--- src/rtl/accel_pkg.sv ---
`default_nettype none
// ============================================================================
//  Module      : accel_pkg
//  Description : Shared definitions for the matrix-multiply accelerator:
//                default sizing parameters, the sequencer state encoding and
//                a helper giving the length of the skewed feed phase.
//  Revision    : 1.0 - initial release
// ============================================================================
package accel_pkg;

    localparam int NUM_SIZE_DEF  = 16;   // element width, signed
    localparam int GRID_SIZE_DEF = 2;    // systolic array dimension G
    localparam int ADDR_W_DEF    = 5;    // scratchpad word-address width

    typedef enum logic [2:0] {
        IDLE  = 3'd0,
        LOAD  = 3'd1,
        CLEAR = 3'd2,
        FEED  = 3'd3,
        WRITE = 3'd4,
        DONE  = 3'd5
    } state_e;

    // A skewed G x G feed needs G steps for the data plus G-1 steps of skew
    // on each of the two axes before the far-corner PE sees its last pair.
    function automatic int feed_len(input int g);
        return 3 * g - 2;
    endfunction

endpackage
`default_nettype wire

--- src/rtl/mxu_skew_feeder.sv ---
`default_nettype none
// ============================================================================
//  Module      : mxu_skew_feeder
//  Description : Combinational skew generator for the systolic MXU. Given the
//                buffered A and B tiles (row-major, element k = r*G+c in slice
//                [k*NUM_SIZE +: NUM_SIZE]) and the feed step t, drives
//                  west row i    = A[i][t-i]  when 0 <= t-i < G, else 0
//                  north col j   = B[t-j][j]  when 0 <= t-j < G, else 0
//                Both buses are forced to 0 when feed_en_i is low.
//  Ports       : feed_en_i  - feed phase active
//                step_i     - feed step t
//                a_tile_i   - packed A tile
//                b_tile_i   - packed B tile
//                north_o    - column j in [j*NUM_SIZE +: NUM_SIZE]
//                west_o     - row i in [i*NUM_SIZE +: NUM_SIZE]
//  Revision    : 1.0 - initial release
// ============================================================================
module mxu_skew_feeder #(
    parameter int NUM_SIZE  = 16,
    parameter int GRID_SIZE = 2,
    parameter int STEP_W    = 4
) (
    input  logic                                   feed_en_i,
    input  logic [STEP_W-1:0]                      step_i,
    input  logic [NUM_SIZE*GRID_SIZE*GRID_SIZE-1:0] a_tile_i,
    input  logic [NUM_SIZE*GRID_SIZE*GRID_SIZE-1:0] b_tile_i,
    output logic [NUM_SIZE*GRID_SIZE-1:0]          north_o,
    output logic [NUM_SIZE*GRID_SIZE-1:0]          west_o
);

    always_comb begin
        north_o = '0;
        west_o  = '0;
        if (feed_en_i) begin
            // Lane l carries element k of its row/column exactly when t == l + k.
            for (int l = 0; l < GRID_SIZE; l++) begin
                for (int k = 0; k < GRID_SIZE; k++) begin
                    if (int'(step_i) == l + k) begin
                        west_o[l*NUM_SIZE +: NUM_SIZE]  = a_tile_i[(l*GRID_SIZE + k)*NUM_SIZE +: NUM_SIZE];
                        north_o[l*NUM_SIZE +: NUM_SIZE] = b_tile_i[(k*GRID_SIZE + l)*NUM_SIZE +: NUM_SIZE];
                    end
                end
            end
        end
    end

endmodule
`default_nettype wire

--- src/rtl/mxu_sequencer.sv ---
`default_nettype none
// ============================================================================
//  Module      : mxu_sequencer
//  Description : Command-driven controller running one G x G signed matrix
//                multiply C = A x B on the systolic MXU. Sequence:
//                IDLE -> LOAD (read A and B tiles) -> CLEAR -> FEED (skewed
//                operands, ce high) -> WRITE (C row-major) -> DONE -> IDLE.
//  Ports       : clk, rst                  - clock, sync active-high reset
//                cmd_valid/cmd_ready       - command handshake
//                cmd_a/b/c_addr            - tile base addresses
//                busy, done                - status, one-cycle done pulse
//                mem_rd_en/addr/data       - scratchpad read, 1-cycle latency
//                mem_wr_en/addr/data       - scratchpad write
//                mxu_ce, mxu_clear         - MXU control
//                mxu_north, mxu_west       - skewed operand buses
//                mxu_result                - PE(i,j) in slice i*G+j
//  Options     : MXU_SEQ_RELU_EN - clamp negative write-back words to 0
//  Revision    : 1.0 - initial release
// ============================================================================
module mxu_sequencer
    import accel_pkg::*;
#(
    parameter int NUM_SIZE  = NUM_SIZE_DEF,
    parameter int GRID_SIZE = GRID_SIZE_DEF,
    parameter int ADDR_W    = ADDR_W_DEF
) (
    input  logic                                   clk,
    input  logic                                   rst,
    input  logic                                   cmd_valid,
    output logic                                   cmd_ready,
    input  logic [ADDR_W-1:0]                      cmd_a_addr,
    input  logic [ADDR_W-1:0]                      cmd_b_addr,
    input  logic [ADDR_W-1:0]                      cmd_c_addr,
    output logic                                   busy,
    output logic                                   done,
    output logic                                   mem_rd_en,
    output logic [ADDR_W-1:0]                      mem_rd_addr,
    input  logic [NUM_SIZE-1:0]                    mem_rd_data,
    output logic                                   mem_wr_en,
    output logic [ADDR_W-1:0]                      mem_wr_addr,
    output logic [NUM_SIZE-1:0]                    mem_wr_data,
    output logic                                   mxu_ce,
    output logic                                   mxu_clear,
    output logic [NUM_SIZE*GRID_SIZE-1:0]          mxu_north,
    output logic [NUM_SIZE*GRID_SIZE-1:0]          mxu_west,
    input  logic [NUM_SIZE*GRID_SIZE*GRID_SIZE-1:0] mxu_result
);

    localparam int GG       = GRID_SIZE * GRID_SIZE;
    localparam int LOAD_LEN = 2 * GG + 1;          // 2*G*G issues + 1 capture-only cycle
    localparam int FEED_LEN = feed_len(GRID_SIZE);
    localparam int CW       = $clog2(LOAD_LEN);    // LOAD is the longest phase
    localparam int TW       = NUM_SIZE * GG;

    state_e              state_q, state_d;
    logic [CW-1:0]       cnt_q, cnt_d;
    logic [ADDR_W-1:0]   a_base_q, a_base_d;
    logic [ADDR_W-1:0]   b_base_q, b_base_d;
    logic [ADDR_W-1:0]   c_base_q, c_base_d;
    logic [TW-1:0]       a_tile_q, a_tile_d;
    logic [TW-1:0]       b_tile_q, b_tile_d;

    logic [CW-1:0]       cap_idx;
    logic [CW-1:0]       wr_idx;
    logic [NUM_SIZE-1:0] wr_word;
    logic                feed_en;

    always_ff @(posedge clk) begin
        if (rst) begin
            state_q  <= IDLE;
            cnt_q    <= '0;
            a_base_q <= '0;
            b_base_q <= '0;
            c_base_q <= '0;
            a_tile_q <= '0;
            b_tile_q <= '0;
        end else begin
            state_q  <= state_d;
            cnt_q    <= cnt_d;
            a_base_q <= a_base_d;
            b_base_q <= b_base_d;
            c_base_q <= c_base_d;
            a_tile_q <= a_tile_d;
            b_tile_q <= b_tile_d;
        end
    end

    // Write-back word selection; the index is clamped so the select stays in
    // range in phases where the counter runs past G*G.
    always_comb begin
        wr_idx  = (cnt_q < CW'(GG)) ? cnt_q : '0;
        wr_word = mxu_result[int'(wr_idx)*NUM_SIZE +: NUM_SIZE];
`ifdef MXU_SEQ_RELU_EN
        if (wr_word[NUM_SIZE-1]) begin
            wr_word = '0;
        end
`endif
    end

    always_comb begin
        state_d     = state_q;
        cnt_d       = cnt_q;
        a_base_d    = a_base_q;
        b_base_d    = b_base_q;
        c_base_d    = c_base_q;
        a_tile_d    = a_tile_q;
        b_tile_d    = b_tile_q;
        cap_idx     = cnt_q - CW'(1);
        cmd_ready   = 1'b0;
        busy        = 1'b1;
        done        = 1'b0;
        mem_rd_en   = 1'b0;
        mem_rd_addr = '0;
        mem_wr_en   = 1'b0;
        mem_wr_addr = '0;
        mem_wr_data = '0;
        mxu_ce      = 1'b0;
        mxu_clear   = 1'b0;
        feed_en     = 1'b0;

        case (state_q)
            IDLE: begin
                cmd_ready = 1'b1;
                busy      = 1'b0;
                if (cmd_valid) begin
                    state_d  = LOAD;
                    cnt_d    = '0;
                    a_base_d = cmd_a_addr;
                    b_base_d = cmd_b_addr;
                    c_base_d = cmd_c_addr;
                end
            end

            LOAD: begin
                // Issue side: first G*G reads fetch A, next G*G fetch B.
                if (cnt_q < CW'(2*GG)) begin
                    mem_rd_en = 1'b1;
                    if (cnt_q < CW'(GG)) begin
                        mem_rd_addr = a_base_q + ADDR_W'(cnt_q);
                    end else begin
                        mem_rd_addr = b_base_q + ADDR_W'(cnt_q - CW'(GG));
                    end
                end
                // Capture side lags the issue by one cycle.
                if (cnt_q != '0) begin
                    if (cap_idx < CW'(GG)) begin
                        a_tile_d[int'(cap_idx)*NUM_SIZE +: NUM_SIZE] = mem_rd_data;
                    end else begin
                        b_tile_d[int'(cap_idx - CW'(GG))*NUM_SIZE +: NUM_SIZE] = mem_rd_data;
                    end
                end
                if (cnt_q == CW'(LOAD_LEN-1)) begin
                    state_d = CLEAR;
                    cnt_d   = '0;
                end else begin
                    cnt_d = cnt_q + CW'(1);
                end
            end

            CLEAR: begin
                mxu_clear = 1'b1;
                state_d   = FEED;
                cnt_d     = '0;
            end

            FEED: begin
                mxu_ce  = 1'b1;
                feed_en = 1'b1;
                if (cnt_q == CW'(FEED_LEN-1)) begin
                    state_d = WRITE;
                    cnt_d   = '0;
                end else begin
                    cnt_d = cnt_q + CW'(1);
                end
            end

            WRITE: begin
                mem_wr_en   = 1'b1;
                mem_wr_addr = c_base_q + ADDR_W'(cnt_q);
                mem_wr_data = wr_word;
                if (cnt_q == CW'(GG-1)) begin
                    state_d = DONE;
                    cnt_d   = '0;
                end else begin
                    cnt_d = cnt_q + CW'(1);
                end
            end

            DONE: begin
                done    = 1'b1;
                state_d = IDLE;
            end

            default: begin
                state_d = IDLE;
                cnt_d   = '0;
            end
        endcase
    end

    mxu_skew_feeder #(
        .NUM_SIZE  (NUM_SIZE),
        .GRID_SIZE (GRID_SIZE),
        .STEP_W    (CW)
    ) u_feeder (
        .feed_en_i (feed_en),
        .step_i    (cnt_q),
        .a_tile_i  (a_tile_q),
        .b_tile_i  (b_tile_q),
        .north_o   (mxu_north),
        .west_o    (mxu_west)
    );

endmodule
`default_nettype wire
--- config.mk ---
export PLATFORM = sky130hd
export DESIGN_NAME = mxu_sequencer
export DESIGN_NICKNAME = d
export VERILOG_FILES = /design/src/rtl/accel_pkg.sv /design/src/rtl/mxu_skew_feeder.sv /design/src/rtl/mxu_sequencer.sv
export SDC_FILE = /design/constraint.sdc
export NUM_CORES = 1
export LEC_CHECK = 0
export CORE_MARGIN = 2
export CORE_UTILIZATION = 46
export DETAILED_ROUTE_END_ITERATION = 10
export PLACE_DENSITY = 0.75
export SYNTH_ARGS = -nofsm -noshare
export SYNTH_HDL_FRONTEND = slang
export SYNTH_SLANG_ARGS = --single-unit
--- constraint.sdc ---
create_clock -name clk -period 5.52 [get_ports clk]
set_clock_uncertainty 0.05 [all_clocks]
set_input_delay 1.104 -clock clk [delete_from_list [all_inputs] [get_ports clk]]
set_output_delay 1.104 -clock clk [all_outputs]
set_load 0.05 [all_outputs]
# Word-level counts from Yosys, hierarchy flattened
# Cells that the tools add are included.
word_totals:
  register_bits: 150
  inputBits: 98
  wordCells: 83
  output_inout_bits: 97
classes:
  n_addsub: 9
  magnitude_cmp: 3
  bitwise: 2
  eq_ne: 13
  mux: 35
  n_reduce_logical: 9
  n_shift: 5
op_table:
  columns: ["operator", "n"]
  rows:
  - ["$mux W16", 9]
  - ["$bwmux W64", 2]
  - ["$shift A16 B33 Y64 const A", 2]
  - ["$shiftx A16 B33 Y64", 2]
  - ["$mux W32", 2]
  - ["$shiftx A64 B9 Y16", 1]
  - ["$neg A8 Y33", 1]
  - ["$neg A9 Y33", 1]
  - ["$mux W5", 4]
  - ["$mux W4", 4]
  - ["$pmux W4 S4", 1]
  - ["$pmux W3 S5", 1]
  - ["$mux W3", 4]
  - ["$add A5 B4 Y5", 2]
  - ["$sub A4 B3 Y5 const B", 2]
  - ["$eq A4 B2 Y1 const B", 2]
  - ["$lt A4 B3 Y1 const B", 2]
  - ["$mux W1", 8]
  - ["$ne A2 B2 Y1 const B", 4]
  - ["$eq A3 B2 Y1 const B", 2]
  - ["$eq A3 B3 Y1 const B", 2]
  - ["$reduce_and A3 Y1", 2]
  - ["$add A5 B5 Y5", 1]
  - ["$add A4 B1 Y4 const B", 1]
  - ["other kinds (12)", 14]

# Depth between registers and ports, before layout
logic_depth:
  word_depth: 5
  depth_mapped: 15
  depth_no_buf: 12

# Cells and area by module
# A second synthesis with hierarchy kept.
unflattened:
  hier_cells: 1001
  area_unflattened_um2: 8976.1
modules_own_cells:
  columns: ["mod", "instances", "cells_per_inst", "seq_area_each_um2", "area_per_inst_um2"]
  rows:
  - ["mxu_sequencer", 1, 813, 3002.9, 7747.4]
  - ["mxu_skew_feeder", 1, 188, 0.0, 1228.7]

# Worst setup path before layout
# No wires, ideal clock.
synth_path:
  kind: "register to output"
  start: "register cnt_q[2]"
  end: "output port mem_rd_addr[3]"
  required_ns: 4.366
  path_stages_with_launch: 8
  setup_slack_ns: 1.390
  path_buffers: 1
  t_arrival_ns: 2.976
  path_cell_list: "dfxtp_1 -> clkbuf_1 -> inv_1 -> ha_1 -> inv_1 -> fa_1 -> xnor2_1 -> a221oi_1"
synth_via:
  elab_chain_cells: 5
  elab_cells_between_ends: 8
  classes_between: "3 x add/sub; 2 x order compare; 3 x mux"
synth_lines:
  columns: ["element", "line", "text"]
  rows:
  - ["start: declaration", "mxu_sequencer.sv:56", "logic [CW-1:0] cnt_q, cnt_d;"]
  - ["start signal: assignment", "mxu_sequencer.sv:79", "cnt_q <= cnt_d;"]
  - ["$sub A4 B3 Y5", "mxu_sequencer.sv:141", "mem_rd_addr = b_base_q + ADDR_W'(cnt_q - CW'(GG));"]
  - ["$add A5 B5 Y5", "mxu_sequencer.sv:141", null]
  - ["$mux W5", "mxu_sequencer.sv:138", "if (cnt_q < CW'(GG)) begin"]
  - ["$mux W5 (*)", "mxu_sequencer.sv:136", "if (cnt_q < CW'(2*GG)) begin"]
  - ["$mux W5 (*)", "mxu_sequencer.sv:121", "case (state_q)"]
  - ["end: declaration", "mxu_sequencer.sv:37", "output logic [ADDR_W-1:0] mem_rd_addr,"]
# Mark *: on every way between the ends. The rest lies on a longest branch, timed or not.

# Final worst setup path
layout_path:
  start: "register cnt_q[1]"
  end: "output port mxu_west[3]"
layout_via:
  elab_chain_cells: 4
  elab_cells_between_ends: 5
  classes_between: "1 x eq/ne; 3 x mux; 1 x reduce/logical"
layout_lines:
  columns: ["element", "line", "text"]
  rows:
  - ["$logic_not A4 Y1", "mxu_skew_feeder.sv:38", "if (int'(step_i) == l + k) begin"]
  - ["$mux W16", "mxu_skew_feeder.sv:38", null]
  - ["$mux W16 (*)", "mxu_skew_feeder.sv:38", null]
  - ["$mux W32 (*)", "mxu_skew_feeder.sv:34", "if (feed_en_i) begin"]
  - ["end: declaration", "mxu_sequencer.sv:45", "output logic [NUM_SIZE*GRID_SIZE-1:0] mxu_west,"]
# Marks and branches as above.

==> impl_metrics.ini <==
[status]
status = finished clean

[placed_design]
post-place-ws_ps = 1022
dp_hpwl_mm = 16.21
post_dp_cell_area_um2 = 10090
gp_congestion = 0.8177
portBuffers = 194

[setup_path]
cp_max_fo = 20
rr_worst_depth = 9
endpoint_kind = output pin
worstSetupPathType = register to output pin
critPathRequiredTime_ps = 4370
cp.arrival_ps = 3800
reg2reg_slack_ps = 950
timing.rr.start = cnt_q[1]
critPathLaunchType = register
r2r-end = b_tile_q[26]

[detailed_routing]
drcViolationCount = 0
wirelength_mm = 23.89
drt-initial-drc-count = 643
routed_via_density = 5.610
wl_per_cell_um = 17.70
wl_met3_mm = 1.699
dr_wl_met2_mm = 11.13
highest_layer = met4
drtAntennaViolNets = 0
wl_met1_mm = 10.60
num_vias = 7574
drt-pass1-iter-count = 5

[hold_path]
hold_path_depth = 2
worstHoldStart = b_tile_q[3]
hold_path.class = register to register
min_to = b_tile_q[3]

[clocking]
clk_latency_ps = 420
htreeDepth = 4
path_clk_slew_ps = 60
cts_sinks = 150
ctsHoldBuffers = 0
cts_setup_buffers = 0
clockBufferDepth = 2
numCtsBuffers = 17
root_buffer = clkbuf_16
cts_resized = 0
cts_tree = built

[finish]
area_delta_synth_final_pct = 31.31
final_nets = 1241
finalInstanceArea_um2 = 10690
drive_above_1_share = 0.07822
antenna_cells = 0

[synth]
synthCells = 968
synth_cell_types = 52
syn_area_um2 = 8140
avgSynthCellArea_um2 = 8.409
synthArstFlopShare = 0
synth_edf_count = 0
synth_seq_cells = 150
ys_seq_area_frac = 0.3689
synth_warnings = 0
yosys_most_used_dff = dfxtp_1
syn-num-nets = 1097

[global_routing]
grt_use_total = 0.2587
grt_pass1_vias = 7286
grt_pass1_wl_mm = 37.99
antenna_found_initial = 0
grt_max_degree = 100
overflow = 0

[timing]
setup_tns_ps = 0
rsz0062_at_grt = false
max_slew_margin = 0.2168
tightest_slew_ps = 1168
final.setup.worst_slack_ps = 561.9
min_period_ps = 4958
fmaxAchievable_mhz = 201.7
drv_slew = 0
min_period_over_period = 0.8982
setup_viol = 0
hold_violations = 0

[pwr]
vdd_drop_max_mv = 0.2267
finalPower_mw = 2.578
power_density_nw_per_um2 = 241.2
power.leakage_nw = 4.437

[floorplanning]
die_h_um = 137.0
die_area_um2 = 18780
core_um2 = 17300
start_util = 0.4706
io_pins = 195
die_w_um = 137.0
rows = 48

[flow_run]
cap_violations = 0
cells in the mapped netlist (8+ instances only):
cell type,n,share of area
nand2_1,169,0.078
a211oi_1,26,0.024
a221oi_1,8,0.0086
a21oi_1,43,0.026
nor2b_1,12,0.0092
ha_1,27,0.041
nor2_1,79,0.036
a22oi_1,65,0.060
nand3_1,35,0.022
buf_2,13,0.0080
nor3_1,11,0.0068
clkbuf_1,69,0.032
nand4_1,18,0.014
inv_1,18,0.0083
o21ai_0,19,0.012
dfxtp_1,150,0.37
mux2i_1,130,0.16
metal layers:
layer,GRT usage,up-vias
met5,0,-
met4,0.09164,0
met3,0.05444,41
met2,0.4149,260
met1,0.3440,3566
li1,-,3707
flip-flops by register name, indices dropped and copies added, names as in the netlist:
signal / count
a_tile_q: 64
b_tile_q: 64
a_base_q: 5
b_base_q: 5
c_base_q: 5
cnt_q: 4
state_q: 3
how the worst max path moves through the flow:
stage | startpoint | to | slack [ps]
floorplan | cnt_q[2] | mem_rd_addr[3] | 1390
global placement | cnt_q[1] | mxu_west[4] | 1130
detailed placement | cnt_q[1] | b_tile_q[46] | 1020
CTS | cnt_q[1] | mxu_west[0] | 580
global route | cnt_q[1] | mxu_west[0] | 310
finish | cnt_q[1] | mxu_west[3] | 560
cells in the final DEF, fill, tap and decap left out, types with 3 or more instances in the layout:
cell,n
mux2i_1,130
xnor2_1,4
o22ai_1,3
fa_1,4
clkdlybuf4s50_1,167
a22oi_1,65
nand2_1,169
or3_1,3
buf_4,44
nor2_1,79
nand2b_1,5
nand4_1,18
a21o_1,6
inv_1,18
nor2b_1,10
clkbuf_16,17
clkbuf_8,4
a211oi_1,26
nor4b_1,3
a221oi_1,8
nand3_1,35
ha_1,27
a21oi_1,43
nor3_1,11
and2_1,5
xor2_1,6
dfxtp_1,150
nand4b_1,3
o21ai_0,19
cell type report:
class / instances / area (um^2)
inverters: 19 / 73.82
well taps: 225 / 281.5
clock buffers: 23 / 488.0
flip-flops and latches: 150 / 3003
multi-input cells: 713 / 4726
fillers: 1561 / 6608
repair buffers: 211 / 2002
clock inverters: 9 / 115.1
where the power goes:
| group | internal, mW | switching (mW) | total (mW) |
|---|---|---|---|
| logic | 0.129 | 0.181 | 0.310 |
| clock network | 0.717 | 0.451 | 1.17 |
| registers | 1.09 | 0.00801 | 1.10 |
worst max-delay path: stages, from the launching register on:
cell,delay [ps]
dfxtp_1,500
inv_1,200
ha_1,270
nor3b_1,710
nor2b_2,300
buf_4,290
a22oi_1,170
nor2_1,120
clkdlybuf4s50_1,810
per-stage QoR:
stage	hold WS (ps)	util	cells
floorplan	384.4	-	968
global placement	392.7	0.5831	1318
detailed placement	399.3	0.5831	1318
CTS	407.7	0.6180	1350
global route	424.9	0.6180	1350
finish	405.9	0.6180	1350
cell families after synthesis:
logic type | synth area share
muxes | 0.1612
and+or+nand+nor | 0.2049
AOI/OAI and AO/OA | 0.1472
DFF | 0.3689
xor gates and xnor gates | 0.01368
adders and majority gates | 0.05134
buffers and inverters | 0.05272
(Power assumes the default switching activity.)
